<file path="src/rtl/arcade_menu_nav.sv">
// Menu/session controller: wrap-around game selection with typematic repeat,
// center-press launch, registered button forwarding and long-hold exit.
module arcade_menu_nav #(
  parameter int NUM_GAMES    = 4,
  parameter int REPEAT_DELAY = 25_000_000,
  parameter int REPEAT_RATE  = 5_000_000,
  parameter int EXIT_HOLD    = 100_000_000,
  parameter int IDX_W        = $clog2(NUM_GAMES)
) (
  input  logic             clk,
  input  logic             rst,
  input  logic [4:0]       btn_pulse,
  input  logic [4:0]       btn_level,
  output logic [IDX_W-1:0] sel_idx,
  output logic             game_active,
  output logic             game_start,
  output logic             game_exit,
  output logic [4:0]       game_btn_pulse,
  output logic [4:0]       game_btn_level,
  output logic             dbg_state
);

  localparam int REP_MAX = (REPEAT_DELAY > REPEAT_RATE) ? REPEAT_DELAY : REPEAT_RATE;
  localparam int REP_W   = $clog2(REP_MAX + 1);
  localparam int EXIT_W  = $clog2(EXIT_HOLD);

  localparam logic [IDX_W-1:0]  SEL_LAST  = IDX_W'(NUM_GAMES - 1);
  localparam logic [REP_W-1:0]  REP_DLY   = REP_W'(REPEAT_DELAY);
  localparam logic [REP_W-1:0]  REP_RT    = REP_W'(REPEAT_RATE);
  localparam logic [REP_W-1:0]  REP_ONE   = REP_W'(1);
  localparam logic [EXIT_W-1:0] EXIT_LAST = EXIT_W'(EXIT_HOLD - 1);
  localparam logic [EXIT_W-1:0] EXIT_ONE  = EXIT_W'(1);

  typedef enum logic {MENU = 1'b0, PLAY = 1'b1} state_t;

  state_t            state_q, state_d;
  logic [IDX_W-1:0]  sel_q, sel_d, sel_prev, sel_next;
  logic              rep_arm_q, rep_arm_d;
  logic              rep_dir_q, rep_dir_d;     // 1 = down, 0 = up
  logic              rep_first_q, rep_first_d; // waiting for the initial delay
  logic [REP_W-1:0]  rep_cnt_q, rep_cnt_d, rep_tgt;
  logic              rep_hold;
  logic              exit_arm_q, exit_arm_d;
  logic [EXIT_W-1:0] exit_cnt_q, exit_cnt_d;
  logic              mask_q, mask_d;
  logic              launch, do_exit, fwd;
  logic              up_p, down_p;
  logic [4:0]        gbp_d, gbl_d;

  assign up_p     = btn_pulse[0];
  assign down_p   = btn_pulse[1];
  assign sel_prev = (sel_q == '0) ? SEL_LAST : sel_q - IDX_W'(1);
  assign sel_next = (sel_q == SEL_LAST) ? '0 : sel_q + IDX_W'(1);
  assign rep_tgt  = rep_first_q ? REP_DLY : REP_RT;

  always_comb begin
    state_d     = state_q;
    sel_d       = sel_q;
    rep_arm_d   = rep_arm_q;
    rep_dir_d   = rep_dir_q;
    rep_first_d = rep_first_q;
    rep_cnt_d   = rep_cnt_q;
    exit_arm_d  = exit_arm_q;
    exit_cnt_d  = exit_cnt_q;
    mask_d      = mask_q;
    launch      = 1'b0;
    do_exit     = 1'b0;
    rep_hold    = rep_dir_q ? (btn_level[1] & ~btn_level[0])
                            : (btn_level[0] & ~btn_level[1]);
    case (state_q)
      MENU: begin
        exit_arm_d = 1'b0;
        exit_cnt_d = '0;
        if (btn_pulse[4]) begin
          // Center wins over any simultaneous up/down: launch current index.
          state_d     = PLAY;
          launch      = 1'b1;
          mask_d      = 1'b1;
          rep_arm_d   = 1'b0;
          rep_first_d = 1'b0;
          rep_cnt_d   = '0;
        end else if (up_p ^ down_p) begin
          sel_d       = up_p ? sel_prev : sel_next;
          rep_arm_d   = 1'b1;
          rep_dir_d   = down_p;
          rep_first_d = 1'b1;
          rep_cnt_d   = REP_ONE;
        end else if (rep_arm_q) begin
          if (!rep_hold) begin
            rep_arm_d   = 1'b0;
            rep_first_d = 1'b0;
            rep_cnt_d   = '0;
          end else if (rep_cnt_q == rep_tgt) begin
            sel_d       = rep_dir_q ? sel_next : sel_prev;
            rep_first_d = 1'b0;
            rep_cnt_d   = REP_ONE;
          end else begin
            rep_cnt_d = rep_cnt_q + REP_ONE;
          end
        end
      end
      PLAY: begin
        rep_arm_d   = 1'b0;
        rep_first_d = 1'b0;
        rep_cnt_d   = '0;
        if (!btn_level[4]) mask_d = 1'b0;
        if (btn_pulse[4]) begin
          exit_arm_d = 1'b1;
          exit_cnt_d = EXIT_ONE;
        end else if (exit_arm_q) begin
          if (!btn_level[4]) begin
            exit_arm_d = 1'b0;
            exit_cnt_d = '0;
          end else if (exit_cnt_q == EXIT_LAST) begin
            // This cycle is the EXIT_HOLD-th consecutive held cycle.
            state_d    = MENU;
            do_exit    = 1'b1;
            exit_arm_d = 1'b0;
            exit_cnt_d = '0;
            mask_d     = 1'b0;
          end else begin
            exit_cnt_d = exit_cnt_q + EXIT_ONE;
          end
        end
      end
      default: state_d = MENU;
    endcase
  end

  // Forward only while both the sampling cycle and the next are in PLAY, so
  // neither the launch pulse nor the exiting hold reaches the game.
  always_comb begin
    fwd   = (state_q == PLAY) && (state_d == PLAY);
    gbp_d = fwd ? btn_pulse : 5'b0;
    gbl_d = fwd ? {btn_level[4] & ~mask_q, btn_level[3:0]} : 5'b0;
  end

  always_ff @(posedge clk) begin
    if (rst) begin
      state_q        <= MENU;
      sel_q          <= '0;
      rep_arm_q      <= 1'b0;
      rep_dir_q      <= 1'b0;
      rep_first_q    <= 1'b0;
      rep_cnt_q      <= '0;
      exit_arm_q     <= 1'b0;
      exit_cnt_q     <= '0;
      mask_q         <= 1'b0;
      game_active    <= 1'b0;
      game_start     <= 1'b0;
      game_exit      <= 1'b0;
      game_btn_pulse <= 5'b0;
      game_btn_level <= 5'b0;
    end else begin
      state_q        <= state_d;
      sel_q          <= sel_d;
      rep_arm_q      <= rep_arm_d;
      rep_dir_q      <= rep_dir_d;
      rep_first_q    <= rep_first_d;
      rep_cnt_q      <= rep_cnt_d;
      exit_arm_q     <= exit_arm_d;
      exit_cnt_q     <= exit_cnt_d;
      mask_q         <= mask_d;
      game_active    <= (state_d == PLAY);
      game_start     <= launch;
      game_exit      <= do_exit;
      game_btn_pulse <= gbp_d;
      game_btn_level <= gbl_d;
    end
  end

  assign sel_idx   = sel_q;
  assign dbg_state = state_q;

endmodule

</file>
<file path="config.mk">
export PLATFORM = sky130hd
export DESIGN_NAME = arcade_menu_nav
export DESIGN_NICKNAME = d
export VERILOG_FILES = /design/src/rtl/arcade_menu_nav.sv
export SDC_FILE = /design/constraint.sdc
export NUM_CORES = 1
export LEC_CHECK = 0
export BUFFER_PORTS_ARGS = -buffer_cell sky130_fd_sc_hd__buf_2
export CAP_MARGIN = 10
export CORE_ASPECT_RATIO = 1.25
export CORE_UTILIZATION = 35
export CTS_BUF_LIST = sky130_fd_sc_hd__clkbuf_8 sky130_fd_sc_hd__clkbuf_16
export DETAILED_ROUTE_END_ITERATION = 6
export SETUP_SLACK_MARGIN = 0.2
export SYNTH_ARGS = -nofsm -noshare
export SYNTH_HDL_FRONTEND = slang
export SYNTH_SLANG_ARGS = --single-unit
</file>
<file path="constraint.sdc">
create_clock -name clk -period 3.9 [get_ports clk]
set_input_delay 0.39 -clock clk [delete_from_list [all_inputs] [get_ports clk]]
set_output_delay 0.39 -clock clk [all_outputs]
set_load 0.005 [all_outputs]
</file>
======== After elaboration in Yosys (flattened, before gate mapping) ========
Cells that the tools add are included.
cells by class
  add/subtract/negate cells ............... 4
  eq/ne operators ......................... 7
  multiplexer cells ....................... 50
  bitwise gates (word level) .............. 12
  reductions and logical operators ........ 11
operators with widths
  operator               count
  $mux 25                6
  $mux 27                4
  $pmux 27 s2            1
  $pmux 25 s2            1
  $add 27x1->27 const B  1
  $eq 27x27->1 const B   1
  $add 25x1->25 const B  1
  $eq 25x25->1           1
  $mux 1                 25
  $mux 2                 8
  $pmux 1 s2             5
  $not 1->1              8
  $reduce_bool 2->1      3
  $ne 5x5->1 const B     1
  $reduce_and 5->1       1
  $reduce_or 5->1        1
  $ne 4x4->1 const B     1
  $reduce_or 2->1        2
  $and 1x1->1            3
  $ne 3x2->1 const B     1
  $reduce_and 3->1       1
  $add 2x1->2 const B    1
  $eq 2x2->1 const B     1
  $logic_not 2->1        1
  5 further kinds        5
word-level totals
  register bits after elaboration ......... 72
  output and inout bits ................... 16

======== Longest topological paths before layout ========
  depth after elaboration ................. 9
  mapped depth ............................ 8

======== Worst setup path before layout ========
Ideal clock, no wire load.
  kind .................................... input-to-reg
  start ................................... input btn_pulse[0]
  end ..................................... register rep_cnt_q[22]
  arrival time ............................ 1.799 ns
  data required time ...................... 3.838 ns
  slack ................................... 2.039 ns
  stages .................................. 7
  path buffers ............................ 1
  cell sequence ........................... buf_2 -> xor2_2 -> nor2_8 -> nand2_2 -> or4_4 -> or4_1 -> nand3_1
between the ends
  longest elaborated chain between the ends .. 4
  elaborated cells on any way between the ends .. 5
ends and longest elaborated chain
  item                  RTL line  source
  start, declared       12        input logic [4:0] btn_pulse,
  $xor 1x1->1 (*)       82        end else if (up_p ^ down_p) begin
  $mux 25               82
  $mux 25               74        if (btn_pulse[4]) begin
  $pmux 25 s2           70        case (state_q)
  end signal, assigned  160       rep_cnt_q <= rep_cnt_d;
  end, declared         41        logic [REP_W-1:0] rep_cnt_q, rep_cnt_d, rep_tgt;
Mark *: on every way between the ends. The rest lies on a longest branch, timed or not.
A chain may end at the register's enable or synchronous reset.

======== Worst setup path after layout ========
  start ................................... register exit_cnt_q[0]
  end ..................................... register exit_cnt_q[12]
between the ends
  longest elaborated chain between the ends .. 6
  elaborated cells on any way between the ends .. 7
ends and longest elaborated chain
  item                                                  RTL line  source
  start, declared                                       44        logic [EXIT_W-1:0] exit_cnt_q, exit_cnt_d;
  start signal, assigned                                162       exit_cnt_q <= exit_cnt_d;
  $add 27x1->27 / $eq 27x27->1 (equally long branches)  122, 114
  $mux 27 (*)                                           114       end else if (exit_cnt_q == EXIT_LAST) begin
  $mux 27 (*)                                           111       if (!btn_level[4]) begin
  $mux 27 (*)                                           110       end else if (exit_arm_q) begin
  $mux 27 (*)                                           107       if (btn_pulse[4]) begin
  $pmux 27 s2 (*)                                       70
Mark *: on every way between the ends. The rest lies on a longest branch, timed or not. The select of a mux whose other input is x is not followed.

==> flow_results.xml <==
<?xml version="1.0" encoding="UTF-8"?>
<metrics>
  <group name="logic_synthesis">
    <metric name="syn_nets" unit="">404</metric>
    <metric name="postSynthCellCount" unit="">387</metric>
    <metric name="ys_top_cells_by_area" unit="">sky130_fd_sc_hd__dfxtp_1 43%, sky130_fd_sc_hd__xor2_1 6.2%, sky130_fd_sc_hd__nor2_1 6.1%</metric>
    <metric name="ys_seq_elements" unit="">72</metric>
    <metric name="synth.largest_area_cell" unit="">sky130_fd_sc_hd__dfxtp_1</metric>
    <metric name="synth_compound_gate_area_share" unit="%">8.73</metric>
    <metric name="synth_xor_area_share" unit="%">10.1</metric>
    <metric name="main_combinational_cell_family_by_area_after_synthesis" unit="">simple AND/OR/NAND/NOR gates</metric>
    <metric name="mappedNetlistArea" unit="um^2">3380</metric>
    <metric name="synth_largest_type_area_fraction" unit="%">42.6</metric>
    <metric name="muxShareOfSynthArea" unit="%">0.296</metric>
    <metric name="syn-mean-instance-area" unit="um^2">8.74</metric>
    <metric name="post_synth_top_flop" unit="">sky130_fd_sc_hd__dfxtp_1</metric>
    <metric name="synth_edf_count" unit="">0</metric>
    <metric name="synth.distinct_cells" unit="">56</metric>
    <metric name="synth_simple_gate_area_share" unit="%">33.0</metric>
    <metric name="ys.warnings.count" unit="">0</metric>
    <metric name="fraction_of_the_mapped_netlist_area_in_adder_cells" unit="%">2.15</metric>
    <metric name="yosysSeqAreaShare" unit="%">42.6</metric>
    <metric name="async_reset_ff_share" unit="%">0</metric>
  </group>
  <group name="route">
    <metric name="drc" unit="">0</metric>
    <metric name="first_pass_iters" unit="">4</metric>
    <metric name="detailedRoute.firstIterationViolations" unit="">128</metric>
    <metric name="routed_via_density" unit="">5.12</metric>
    <metric name="wirelength" unit="um">7340</metric>
    <metric name="drtAntennaViolNets" unit="">0</metric>
    <metric name="dr_total_vias" unit="">2791</metric>
    <metric name="route.detailed.wl_per_inst" unit="um">13.5</metric>
  </group>
  <group name="sta">
    <metric name="worst_slew_margin_rel" unit="%">30.5</metric>
    <metric name="tns" unit="ps">0</metric>
    <metric name="grt_setup_unrepaired" unit="">no</metric>
    <metric name="post-route-min-period" unit="ps">2480</metric>
    <metric name="number_of_endpoints_failing_setup_at_the_final_stage" unit="">0</metric>
    <metric name="period_utilization" unit="%">63.7</metric>
    <metric name="timing.final.hold_violations" unit="">0</metric>
    <metric name="final-max-slew-violation-count" unit="">0</metric>
    <metric name="timing.clock.skew" unit="ps">3.80</metric>
    <metric name="achievable-frequency" unit="GHz">0.403</metric>
    <metric name="max_slew.worst_pin.slew" unit="ps">1040</metric>
  </group>
  <group name="global_routing">
    <metric name="groute.usage.overall" unit="%">15.4</metric>
    <metric name="grt_start_max_net_pins" unit="">26</metric>
    <metric name="antenna_found_initial" unit="">0</metric>
    <metric name="grt_overflow_total" unit="">0</metric>
    <metric name="grt_pass1_wl" unit="um">12500</metric>
    <metric name="number_of_global_route_vias_before_repair" unit="">2646</metric>
  </group>
  <group name="finish">
    <metric name="antenna-diode-count" unit="">0</metric>
    <metric name="post_layout_nonfiller_instances" unit="">545</metric>
    <metric name="multi_input_area" unit="um^2">1830</metric>
    <metric name="design_area" unit="um^2">3990</metric>
    <metric name="layout.nets" unit="">434</metric>
    <metric name="final_layout_fill_cell_count" unit="">931</metric>
    <metric name="sequential_cell_area" unit="um^2">1440</metric>
    <metric name="mostFrequentLayoutCells" unit="">72 x sky130_fd_sc_hd__dfxtp_1, 55 x sky130_fd_sc_hd__nor2_1, 35 x sky130_fd_sc_hd__nand3_1, 34 x sky130_fd_sc_hd__nand2_1, 27 x sky130_fd_sc_hd__buf_2</metric>
    <metric name="post-route-util" unit="%">43.0</metric>
    <metric name="most_common_cell_after_layout_fill_and_taps_aside" unit="">sky130_fd_sc_hd__dfxtp_1</metric>
    <metric name="syn2layout_area_growth" unit="%">17.9</metric>
    <metric name="layout-drive-gt1-share" unit="%">14.7</metric>
  </group>
  <group name="setup_path">
    <metric name="crit_required" unit="ps">4080</metric>
    <metric name="bufs_and_invs_on_worst_path" unit="">0</metric>
    <metric name="cp_data_arrival_time" unit="ps">2660</metric>
    <metric name="cp_slowest_stage_delay" unit="ps">820</metric>
    <metric name="worstSetupPathType" unit="">register to register</metric>
    <metric name="crit_path_start_kind" unit="">register</metric>
    <metric name="crit_path_max_fanout" unit="">25</metric>
    <metric name="cpLargestDelayFamily" unit="">simple AND/OR/NAND/NOR gates</metric>
    <metric name="crit_path_cell_trace" unit="">ha_1 &gt; nand3_1 &gt; or3_1 &gt; nor3_1 &gt; nor2_1 &gt; o211ai_2 &gt; nor2_1</metric>
    <metric name="r2r_slack" unit="ps">1420</metric>
    <metric name="crit_path_top_delay_cell" unit="">sky130_fd_sc_hd__o211ai_2</metric>
    <metric name="worst_setup_path_startpoint" unit="">exit_cnt_q[0]$_SDFFE_PP0P_</metric>
    <metric name="cp_common_cell" unit="">sky130_fd_sc_hd__nor2_1</metric>
    <metric name="cp-end-kind" unit="">register</metric>
    <metric name="crit-reg2reg-launch" unit="">exit_cnt_q[0]$_SDFFE_PP0P_</metric>
  </group>
  <group name="job">
    <metric name="drv.max_cap_violation_count" unit="">0</metric>
  </group>
  <group name="cts">
    <metric name="clock_tree.buffer_depth" unit="">2</metric>
    <metric name="cts_tree" unit="">built</metric>
    <metric name="cts_num_sinks" unit="">72</metric>
    <metric name="clk-insertion-delay-late" unit="ps">330</metric>
    <metric name="number_of_buffers_inserted_for_hold_repair_after_clock_tree_synthesis" unit="">0</metric>
    <metric name="postCtsResizedCells" unit="">0</metric>
    <metric name="number_of_buffers_inserted_during_clock_tree_synthesis" unit="">9</metric>
    <metric name="setup_buffers_after_cts" unit="">0</metric>
    <metric name="cts_root_buffer" unit="">sky130_fd_sc_hd__clkbuf_16</metric>
    <metric name="cts.reportedPaths.clkPinSlew" unit="ps">50</metric>
    <metric name="htree_levels" unit="">3</metric>
  </group>
  <group name="placed_design">
    <metric name="placedCellCount" unit="">529</metric>
    <metric name="gpl.final_weighted_congestion" unit="">0.781</metric>
    <metric name="number_of_input_and_output_port_buffers_inserted" unit="">27</metric>
    <metric name="place_hpwl" unit="um">5170</metric>
    <metric name="placedInstanceArea" unit="um^2">3630</metric>
  </group>
  <group name="power_and_ir_drop">
    <metric name="p_sw" unit="mW">0.360</metric>
    <metric name="switching_share" unit="%">20.1</metric>
    <metric name="power_density" unit="nW/um^2">450</metric>
    <metric name="cellLeakagePower" unit="nW">1.40</metric>
    <metric name="pwr-share-seq" unit="%">42.1</metric>
    <metric name="share_clk_of_total_power" unit="%">53.8</metric>
    <metric name="max-vdd-ir-drop" unit="V">0.000224</metric>
    <metric name="cell_internal_power" unit="mW">1.43</metric>
    <metric name="pwr-share-comb" unit="%">4.1</metric>
  </group>
  <group name="die">
    <metric name="initial_core_utilization" unit="%">36.5</metric>
    <metric name="design.die.area" unit="um^2">10100</metric>
    <metric name="count_of_boundary_i_o_pins" unit="">28</metric>
    <metric name="design.core.area" unit="um^2">9270</metric>
    <metric name="die_w" unit="um">89.9</metric>
    <metric name="placement_rows" unit="">39</metric>
    <metric name="fp.dieH" unit="um">112</metric>
  </group>
  <group name="run_status">
    <metric name="outcome" unit="">complete, no violations</metric>
  </group>
  <group name="worst_hold_path">
    <metric name="hold_path_class" unit="">input port to register</metric>
    <metric name="min_from" unit="">btn_level[2]</metric>
  </group>
</metrics>
-- path summary, 6_finish.rpt --
| path | end | cells past startpoint |
|---|---|---|
| worst max-delay path | exit_cnt_q[12]$_SDFFE_PP0P_ | 7 |
| worst min-delay path | game_btn_level[2]$_SDFF_PP0_ | 2 |
| worst max register to register | exit_cnt_q[12]$_SDFFE_PP0P_ | 7 |
| worst min register to register | game_btn_level[4]$_SDFF_PP0_ | 1 |
-- synth_stat cells, types with 7 or more instances --
cell and count:
sky130_fd_sc_hd__xor2_1 24, sky130_fd_sc_hd__dfxtp_1 72, sky130_fd_sc_hd__and2_1 12, sky130_fd_sc_hd__and4_1 7, sky130_fd_sc_hd__nor2_1 55, sky130_fd_sc_hd__inv_1 15, sky130_fd_sc_hd__xnor2_1 13, sky130_fd_sc_hd__nand3_1 35
sky130_fd_sc_hd__and3_1 9, sky130_fd_sc_hd__nand4_1 11, sky130_fd_sc_hd__nor3_1 11, sky130_fd_sc_hd__nand2_1 34
-- final cells by class --
class                   count  area share, %
clock buffers              11           6.34
clock inverters             5           2.57
inverters                  16           1.51
multi-input cells         290           46.0
flip-flops and latches     72           36.2
well taps                 123           3.86
repair buffers             28           3.58
-- through the flow --
step	hold WS, ps	power (mW)	worst slack [ps]
global route	253	1.86	1160
floorplan	400	0.819	2040
CTS	255	1.81	1350
global placement	413	0.844	1410
detailed placement	418	0.845	1340
finish	259	1.79	1420
-- worst register-to-register path: cells and delay by family, from the launching register on --
family,cells,cell delay [ps]
compound gates,1,820
flops,1,380
simple gates,5,910
fa+ha+maj,1,220
-- flip-flops by register name (all words and copies together), names as in the netlist --
| signal | flops |
|---|---|
| dbg_state | 1 |
| exit_arm_q | 1 |
| exit_cnt_q | 27 |
| game_btn_level | 5 |
| game_btn_pulse | 5 |
| game_exit | 1 |
| game_start | 1 |
| mask_q | 1 |
| rep_arm_q | 1 |
| rep_cnt_q | 25 |
| rep_dir_q | 1 |
| rep_first_q | 1 |
| sel_idx | 2 |
-- layer usage --
layer  up-vias  routed length [um]  global-route usage, %
met5         -                   0                      0
met4         0                 133                   6.56
met3        12                 234                   3.48
met2        39                3710                   27.2
met1      1320                3270                   17.8
li1       1420                   -                      -
-- logic make-up (layout without fill, tap and decap cells) --
| group | Yosys count | after routing |
|---|---|---|
| xor gates and xnor gates | 38 | 38 |
| buffers and inverters | 25 | 60 |
| and+or+nand+nor | 206 | 206 |
| DFF | 72 | 72 |
| muxes | 1 | 1 |
| AOI/OAI and AO/OA | 39 | 39 |
| adders and majority gates | 6 | 6 |
-- power groups by stage --
stage          Sequential, mW  Clock [mW]  Combinational, mW
2_1_floorplan           0.769           0             0.0501
3_3_place_gp            0.770           0             0.0740
3_5_place_dp            0.770           0             0.0747
4_1_cts                 0.754       0.979             0.0752
5_1_grt                 0.755        1.02             0.0830
6_report                0.754       0.964             0.0740
(Power assumes the default switching activity.)
